[src/rtl/input_conditioner_pkg.sv]
// Shared encodings for the input conditioner: run-time output modes and
// the per-channel auto-repeat state machine.
package input_conditioner_pkg;

    typedef enum logic [1:0] {
        MODE_RISE   = 2'b00,
        MODE_FALL   = 2'b01,
        MODE_LEVEL  = 2'b10,
        MODE_REPEAT = 2'b11
    } mode_e;

    typedef enum logic [1:0] {
        RPT_IDLE   = 2'b00,
        RPT_DELAY  = 2'b01,
        RPT_REPEAT = 2'b10
    } rpt_state_e;

    localparam int unsigned RCNT_W = 16;

endpackage

[src/rtl/input_conditioner_channel.sv]
// One conditioner channel: synchroniser, tick-sampled qualify counter,
// edge history, auto-repeat FSM and run-time output mode select.
module input_conditioner_channel
    import input_conditioner_pkg::*;
#(
    parameter int unsigned SYNC_STAGES   = 2,
    parameter int unsigned PULSE_CNT_MAX = 200,
    parameter int unsigned REPEAT_DELAY  = 1000,
    parameter int unsigned REPEAT_RATE   = 100
) (
    input  logic       clk,
    input  logic       rst,
    input  logic       tick_i,
    input  logic       in_i,
    input  logic [1:0] mode_i,
    output logic       debounced_o,
    output logic       out_o
);

    localparam int unsigned PW = $clog2(PULSE_CNT_MAX + 1);
    localparam logic [PW-1:0]     PCNT_MAX   = PW'(PULSE_CNT_MAX);
    localparam logic [RCNT_W-1:0] DELAY_LAST = RCNT_W'(REPEAT_DELAY - 1);
    localparam logic [RCNT_W-1:0] RATE_LAST  = RCNT_W'(REPEAT_RATE - 1);

    logic [SYNC_STAGES-1:0] sync_q;
    logic                   s;
    logic [PW-1:0]          pcnt_q, pcnt_d;
    logic                   deb_q, deb_d;
    logic                   d_q;
    logic                   rise, fall;
    rpt_state_e             state_q;
    logic [RCNT_W-1:0]      rcnt_q;
    logic                   rep_q;

    assign s = sync_q[SYNC_STAGES-1];

    always_comb begin
        pcnt_d = pcnt_q;
        if (tick_i) begin
            if (!s) begin
                pcnt_d = '0;
            end else if (pcnt_q != PCNT_MAX) begin
                pcnt_d = pcnt_q + PW'(1);
            end
        end
        deb_d = (pcnt_d == PCNT_MAX);
    end

    always_ff @(posedge clk or posedge rst) begin
        if (rst) begin
            sync_q <= '0;
            pcnt_q <= '0;
            deb_q  <= 1'b0;
            d_q    <= 1'b0;
        end else begin
            sync_q <= {sync_q[SYNC_STAGES-2:0], in_i};
            pcnt_q <= pcnt_d;
            deb_q  <= deb_d;
            d_q    <= deb_q;
        end
    end

    assign rise = deb_q & ~d_q;
    assign fall = ~deb_q & d_q;

    // Release is judged on the next debounced value so a drop landing on a
    // repeat tick suppresses that tick's pulse.
    always_ff @(posedge clk or posedge rst) begin
        if (rst) begin
            state_q <= RPT_IDLE;
            rcnt_q  <= '0;
            rep_q   <= 1'b0;
        end else begin
            rep_q <= 1'b0;
            if (!deb_d) begin
                state_q <= RPT_IDLE;
                rcnt_q  <= '0;
            end else begin
                case (state_q)
                    RPT_IDLE: begin
                        if (rise) begin
                            state_q <= RPT_DELAY;
                            rcnt_q  <= '0;
                        end
                    end
                    RPT_DELAY: begin
                        if (tick_i) begin
                            if (rcnt_q == DELAY_LAST) begin
                                rep_q   <= 1'b1;
                                state_q <= RPT_REPEAT;
                                rcnt_q  <= '0;
                            end else begin
                                rcnt_q <= rcnt_q + RCNT_W'(1);
                            end
                        end
                    end
                    RPT_REPEAT: begin
                        if (tick_i) begin
                            if (rcnt_q == RATE_LAST) begin
                                rep_q  <= 1'b1;
                                rcnt_q <= '0;
                            end else begin
                                rcnt_q <= rcnt_q + RCNT_W'(1);
                            end
                        end
                    end
                    default: begin
                        state_q <= RPT_IDLE;
                        rcnt_q  <= '0;
                    end
                endcase
            end
        end
    end

    assign debounced_o = deb_q;

    always_comb begin
        out_o = 1'b0;
        case (mode_e'(mode_i))
            MODE_RISE:   out_o = rise;
            MODE_FALL:   out_o = fall;
            MODE_LEVEL:  out_o = deb_q;
            MODE_REPEAT: out_o = rise | rep_q;
        endcase
    end

endmodule

[src/rtl/input_conditioner.sv]
// Multi-channel input conditioner: shared sample-tick counter feeding
// WIDTH independent debounce/edge/repeat channels.
module input_conditioner
    import input_conditioner_pkg::*;
#(
    parameter int unsigned WIDTH          = 4,
    parameter int unsigned SYNC_STAGES    = 2,
    parameter int unsigned SAMPLE_CNT_MAX = 25000,
    parameter int unsigned PULSE_CNT_MAX  = 200,
    parameter int unsigned REPEAT_DELAY   = 1000,
    parameter int unsigned REPEAT_RATE    = 100
) (
    input  logic                 clk,
    input  logic                 rst,
    input  logic [WIDTH-1:0]     in,
    input  logic [2*WIDTH-1:0]   mode,
    output logic [WIDTH-1:0]     debounced,
    output logic [WIDTH-1:0]     out,
    output logic                 any_pressed
);

    localparam int unsigned SCW = (SAMPLE_CNT_MAX > 1) ? $clog2(SAMPLE_CNT_MAX) : 1;
    localparam logic [SCW-1:0] SCNT_LAST = SCW'(SAMPLE_CNT_MAX - 1);

    logic [SCW-1:0] scnt_q, scnt_d;
    logic           tick;

    assign tick = (scnt_q == SCNT_LAST);

    always_comb begin
        scnt_d = tick ? '0 : scnt_q + SCW'(1);
    end

    always_ff @(posedge clk or posedge rst) begin
        if (rst) begin
            scnt_q <= '0;
        end else begin
            scnt_q <= scnt_d;
        end
    end

    for (genvar i = 0; i < WIDTH; i++) begin : g_ch
        input_conditioner_channel #(
            .SYNC_STAGES   (SYNC_STAGES),
            .PULSE_CNT_MAX (PULSE_CNT_MAX),
            .REPEAT_DELAY  (REPEAT_DELAY),
            .REPEAT_RATE   (REPEAT_RATE)
        ) u_ch (
            .clk         (clk),
            .rst         (rst),
            .tick_i      (tick),
            .in_i        (in[i]),
            .mode_i      (mode[2*i+1 -: 2]),
            .debounced_o (debounced[i]),
            .out_o       (out[i])
        );
    end

    assign any_pressed = |debounced;

endmodule

[config.mk]
export PLATFORM = sky130hd
export DESIGN_NAME = input_conditioner
export DESIGN_NICKNAME = d
export VERILOG_FILES = /design/src/rtl/input_conditioner_pkg.sv /design/src/rtl/input_conditioner_channel.sv /design/src/rtl/input_conditioner.sv
export SDC_FILE = /design/constraint.sdc
export NUM_CORES = 1
export LEC_CHECK = 0
export CAP_MARGIN = 0
export CORE_ASPECT_RATIO = 0.9
export CORE_MARGIN = 2
export CORE_UTILIZATION = 55
export CTS_CLUSTER_SIZE = 30
export DETAILED_ROUTE_END_ITERATION = 6
export DONT_BUFFER_PORTS = 1
export PLACE_DENSITY = 0.72
export SKIP_CTS_REPAIR_TIMING = 1
export SYNTH_ARGS = -nofsm -noshare
export SYNTH_HDL_FRONTEND = slang
export SYNTH_SLANG_ARGS = --single-unit
[constraint.sdc]
create_clock -name clk -period 5.6 [get_ports clk]
set_clock_uncertainty 0.2 [all_clocks]
set_input_delay 0.28 -clock clk [delete_from_list [all_inputs] [get_ports clk]]
set_output_delay 0.28 -clock clk [all_outputs]
set_load 0.03 [all_outputs]
==> flow_metrics.py <==
metrics = {
    "finish": {
        "syn2layout_area_growth_pct": 8.88,
        "drive_gt1_share_pct": 5.78,
        "nFillCells": 1348,
        "final_common_cell": "dfrtp_1",
        "multiInputGateArea_um2": 4680,
        "nets": 1052,
        "register_area_um2": 3480,
        "antenna_cells": 0,
        "mostFrequentLayoutCells": "dfrtp_1, nand2_1, nand3_1",
    },
    "worst_hold_path": {
        "hold_end": "g_ch[0].u_ch.sync_q[1]$_DFF_PP0_",
        "hold_class": "reg -> reg",
        "whs_path_depth": 0,
        "hp-start": "g_ch[0].u_ch.sync_q[0]$_DFF_PP0_",
    },
    "global_routing": {
        "grt_antenna_before_repair": 0,
        "grt_max_degree": 78,
        "grt_pass1_vias": 6677,
        "track_usage_pct": 24.1,
        "overflow": 0,
        "grt_pass1_wl_um": 32600,
    },
    "placement": {
        "routabilityCongestion": 0.848,
        "hpwl_um": 12400,
        "numPortBuffers": 0,
    },
    "setup_path": {
        "cp_max_fo": 15,
        "path_cells": "or4_4 -> nor4_4 -> o21bai_1 -> nor2_1 -> nand4b_1 -> a21oi_1",
        "crit_slowest_cell": "nor2_1",
        "r2r-start": "scnt_q[4]$_DFF_PP0_",
        "r2r_cells": 6,
        "path_class": "reg -> reg",
        "worst_ep_required_time_ns": 5.74,
        "end_kind": "flop",
        "start_kind": "flop",
        "cpPeakStageDelay_ns": 0.86,
        "reg2reg_slack_ns": 1.81,
        "worstPathArrival_ns": 3.93,
        "r2r_end": "g_ch[1].u_ch.rcnt_q[11]$_DFFE_PP0P_",
    },
    "synthesis": {
        "synth_top_area_share_pct": 40.5,
        "synth_area_um2": 8600,
        "synth_seq_cells": 139,
        "yosysUniqueCellTypes": 67,
        "synthArstFlopShare_pct": 100,
        "synth_nets": 1071,
        "yosys_warnings": 0,
        "ys_seq_area_share_pct": 40.5,
        "syn_area_per_cell_um2": 8.36,
        "synth_area_leaders": "dfrtp_1, nand3_1, o21ai_0",
        "synth-edff-count": 0,
        "syn_inst": 1028,
        "synth_area_leader_cell": "dfrtp_1",
        "ys.flop_type": "dfrtp_1",
    },
    "routing": {
        "wl_um": 19100,
        "ant_nets": 0,
        "drtIter0Drc": 652,
        "vias_per_cell": 6.20,
        "drt-pass1-iter-count": 5,
        "wl_per_cell_um": 15.6,
        "drc": 0,
        "vias": 7585,
    },
    "timing": {
        "rsz0062_at_grt": "no",
        "max_slew_margin_pct": 35.5,
        "setup-violations-final": 0,
        "worst_pin_slew_ns": 0.967,
        "post-route-min-period_ns": 3.79,
        "fmaxAchievable_mhz": 264,
        "final.setup.tns_ns": 0,
        "drv_slew": 0,
        "hold_viol": 0,
        "fin_crit_sh_pct": 67.7,
    },
    "clock_network": {
        "max-clock-path-buffers": 2,
        "cts_tree": "done",
        "h-tree-depth": 4,
        "clock_latency_ns": 0.42,
        "path_clk_slew_ns": 0.05,
        "cts_sinks": 139,
        "cts_root_buffer": "clkbuf_16",
        "numCtsBuffers": 17,
    },
    "floorplan": {
        "die-height_um": 123,
        "die_area_um2": 16600,
        "ios": 23,
        "num_rows": 43,
        "initial_core_util_pct": 56.1,
        "core_area_um2": 15300,
        "fp.dieW_um": 136,
    },
    "pwr": {
        "cellPowerDensity_nw_per_um2": 234,
        "vdd_drop_max_mv": 0.274,
        "total_power_w": 0.00219,
        "power_frac_comb_pct": 1.3,
        "pwr-share-seq_pct": 46.2,
        "p_int_w": 0.00175,
        "net-switching-power_w": 0.000439,
        "p_leak_nw": 3.55,
        "p_clk_share_pct": 52.5,
        "p_sw_share_pct": 20.0,
    },
    "outcome": {
        "status": "finished clean",
    },
    "run": {
        "cap_viol_max_count": 0,
    },
}
-- synthesized netlist by cell type (19+ instances only) --
library cell  instances
nand4_1              23
inv_1                50
or4_1                19
nand3_1              88
a31oi_1              29
ha_1                 29
nor2b_1              21
nor3_1               31
nand2_1             105
dfrtp_1             139
o21ai_0              83
nor2_1               76
a21oi_1              64
clkbuf_1             40
-- power by group through the flow --
| stage | logic (W) | clock network [W] | registers [W] |
|---|---|---|---|
| CTS | 0.0000282 | 0.00117 | 0.00101 |
| floorplan | 0.0000232 | 0 | 0.00103 |
| global placement | 0.0000276 | 0 | 0.00103 |
| detailed placement | 0.0000282 | 0 | 0.00103 |
| finish | 0.0000294 | 0.00115 | 0.00101 |
| global route | 0.0000349 | 0.00122 | 0.00101 |
-- metrics by stage --
stage | util, % | hold slack [ns] | instances | setup WS [ns] | cell area (µm²)
global route | 61.0 | 0.157 | 1223 | 1.49 | 9360
global placement | 56.8 | 0.108 | 1187 | 1.95 | 8710
finish | 61.0 | 0.146 | 1223 | 1.81 | 9360
CTS | 60.7 | -0.338 | 1218 | 1.85 | 9310
detailed placement | 56.8 | 0.108 | 1187 | 1.89 | 8710
floorplan | - | 0.111 | 1028 | 1.40 | 8600
-- state kept, by name (all words and copies together), names as in the netlist --
| name | count |
|---|---|
| g_ch.u_ch.sync_q | 8 |
| scnt_q | 15 |
| g_ch.u_ch.pcnt_q | 32 |
| g_ch.u_ch.rcnt_q | 64 |
| g_ch.u_ch.debounced_o | 4 |
| g_ch.u_ch.state_q | 8 |
| g_ch.u_ch.d_q | 4 |
| g_ch.u_ch.rep_q | 4 |
-- worst max-delay path, delay by kind of cell, from the launching register on --
family          cells  cell delay (ns)
flops               1             0.40
simple gates        4             2.44
compound gates      2             0.67
-- cell type report --
| type | instances | share of cell area [%] |
|---|---|---|
| clock buffers | 23 | 5.21 |
| clock inverters | 8 | 1.23 |
| inverters | 50 | 2.06 |
| multi-input cells | 782 | 50.0 |
| flip-flops and latches | 139 | 37.2 |
| well taps | 202 | 2.70 |
| repair buffers | 19 | 1.66 |
-- worst max path at each step --
| stage | startpoint | endpoint | slack [ns] | cells past startpoint |
|---|---|---|---|---|
| 2_1_floorplan | rst | g_ch[0].u_ch.d_q$_DFF_PP0_ | 1.40 | 1 |
| 3_5_place_dp | scnt_q[4]$_DFF_PP0_ | g_ch[1].u_ch.rcnt_q[14]$_DFFE_PP0P_ | 1.89 | 6 |
| 5_1_grt | scnt_q[4]$_DFF_PP0_ | g_ch[1].u_ch.rcnt_q[11]$_DFFE_PP0P_ | 1.49 | 6 |
| 4_1_cts | scnt_q[4]$_DFF_PP0_ | g_ch[1].u_ch.rcnt_q[11]$_DFFE_PP0P_ | 1.85 | 6 |
| 6_report | scnt_q[4]$_DFF_PP0_ | g_ch[1].u_ch.rcnt_q[11]$_DFFE_PP0P_ | 1.81 | 6 |
| 3_3_place_gp | scnt_q[4]$_DFF_PP0_ | g_ch[1].u_ch.rcnt_q[14]$_DFFE_PP0P_ | 1.95 | 6 |
-- layer usage --
layer | routed length (µm) | GRT usage [%]
met1 | 9050 | 34.5
met2 | 8970 | 37.7
met3 | 846 | 4.46
met4 | 223 | 6.45
met5 | 0 | 0
-- logic make-up after synthesis --
logic type | after synthesis | synth area share (%)
adders and majority gates | 30 | 4.34
muxes | 5 | 0.582
and+or+nand+nor | 475 | 29.5
DFF | 139 | 40.5
xor gates and xnor gates | 20 | 2.04
buffers and inverters | 107 | 5.12
AOI/OAI and AO/OA | 252 | 17.9
Power figures use the tool's default switching activity.
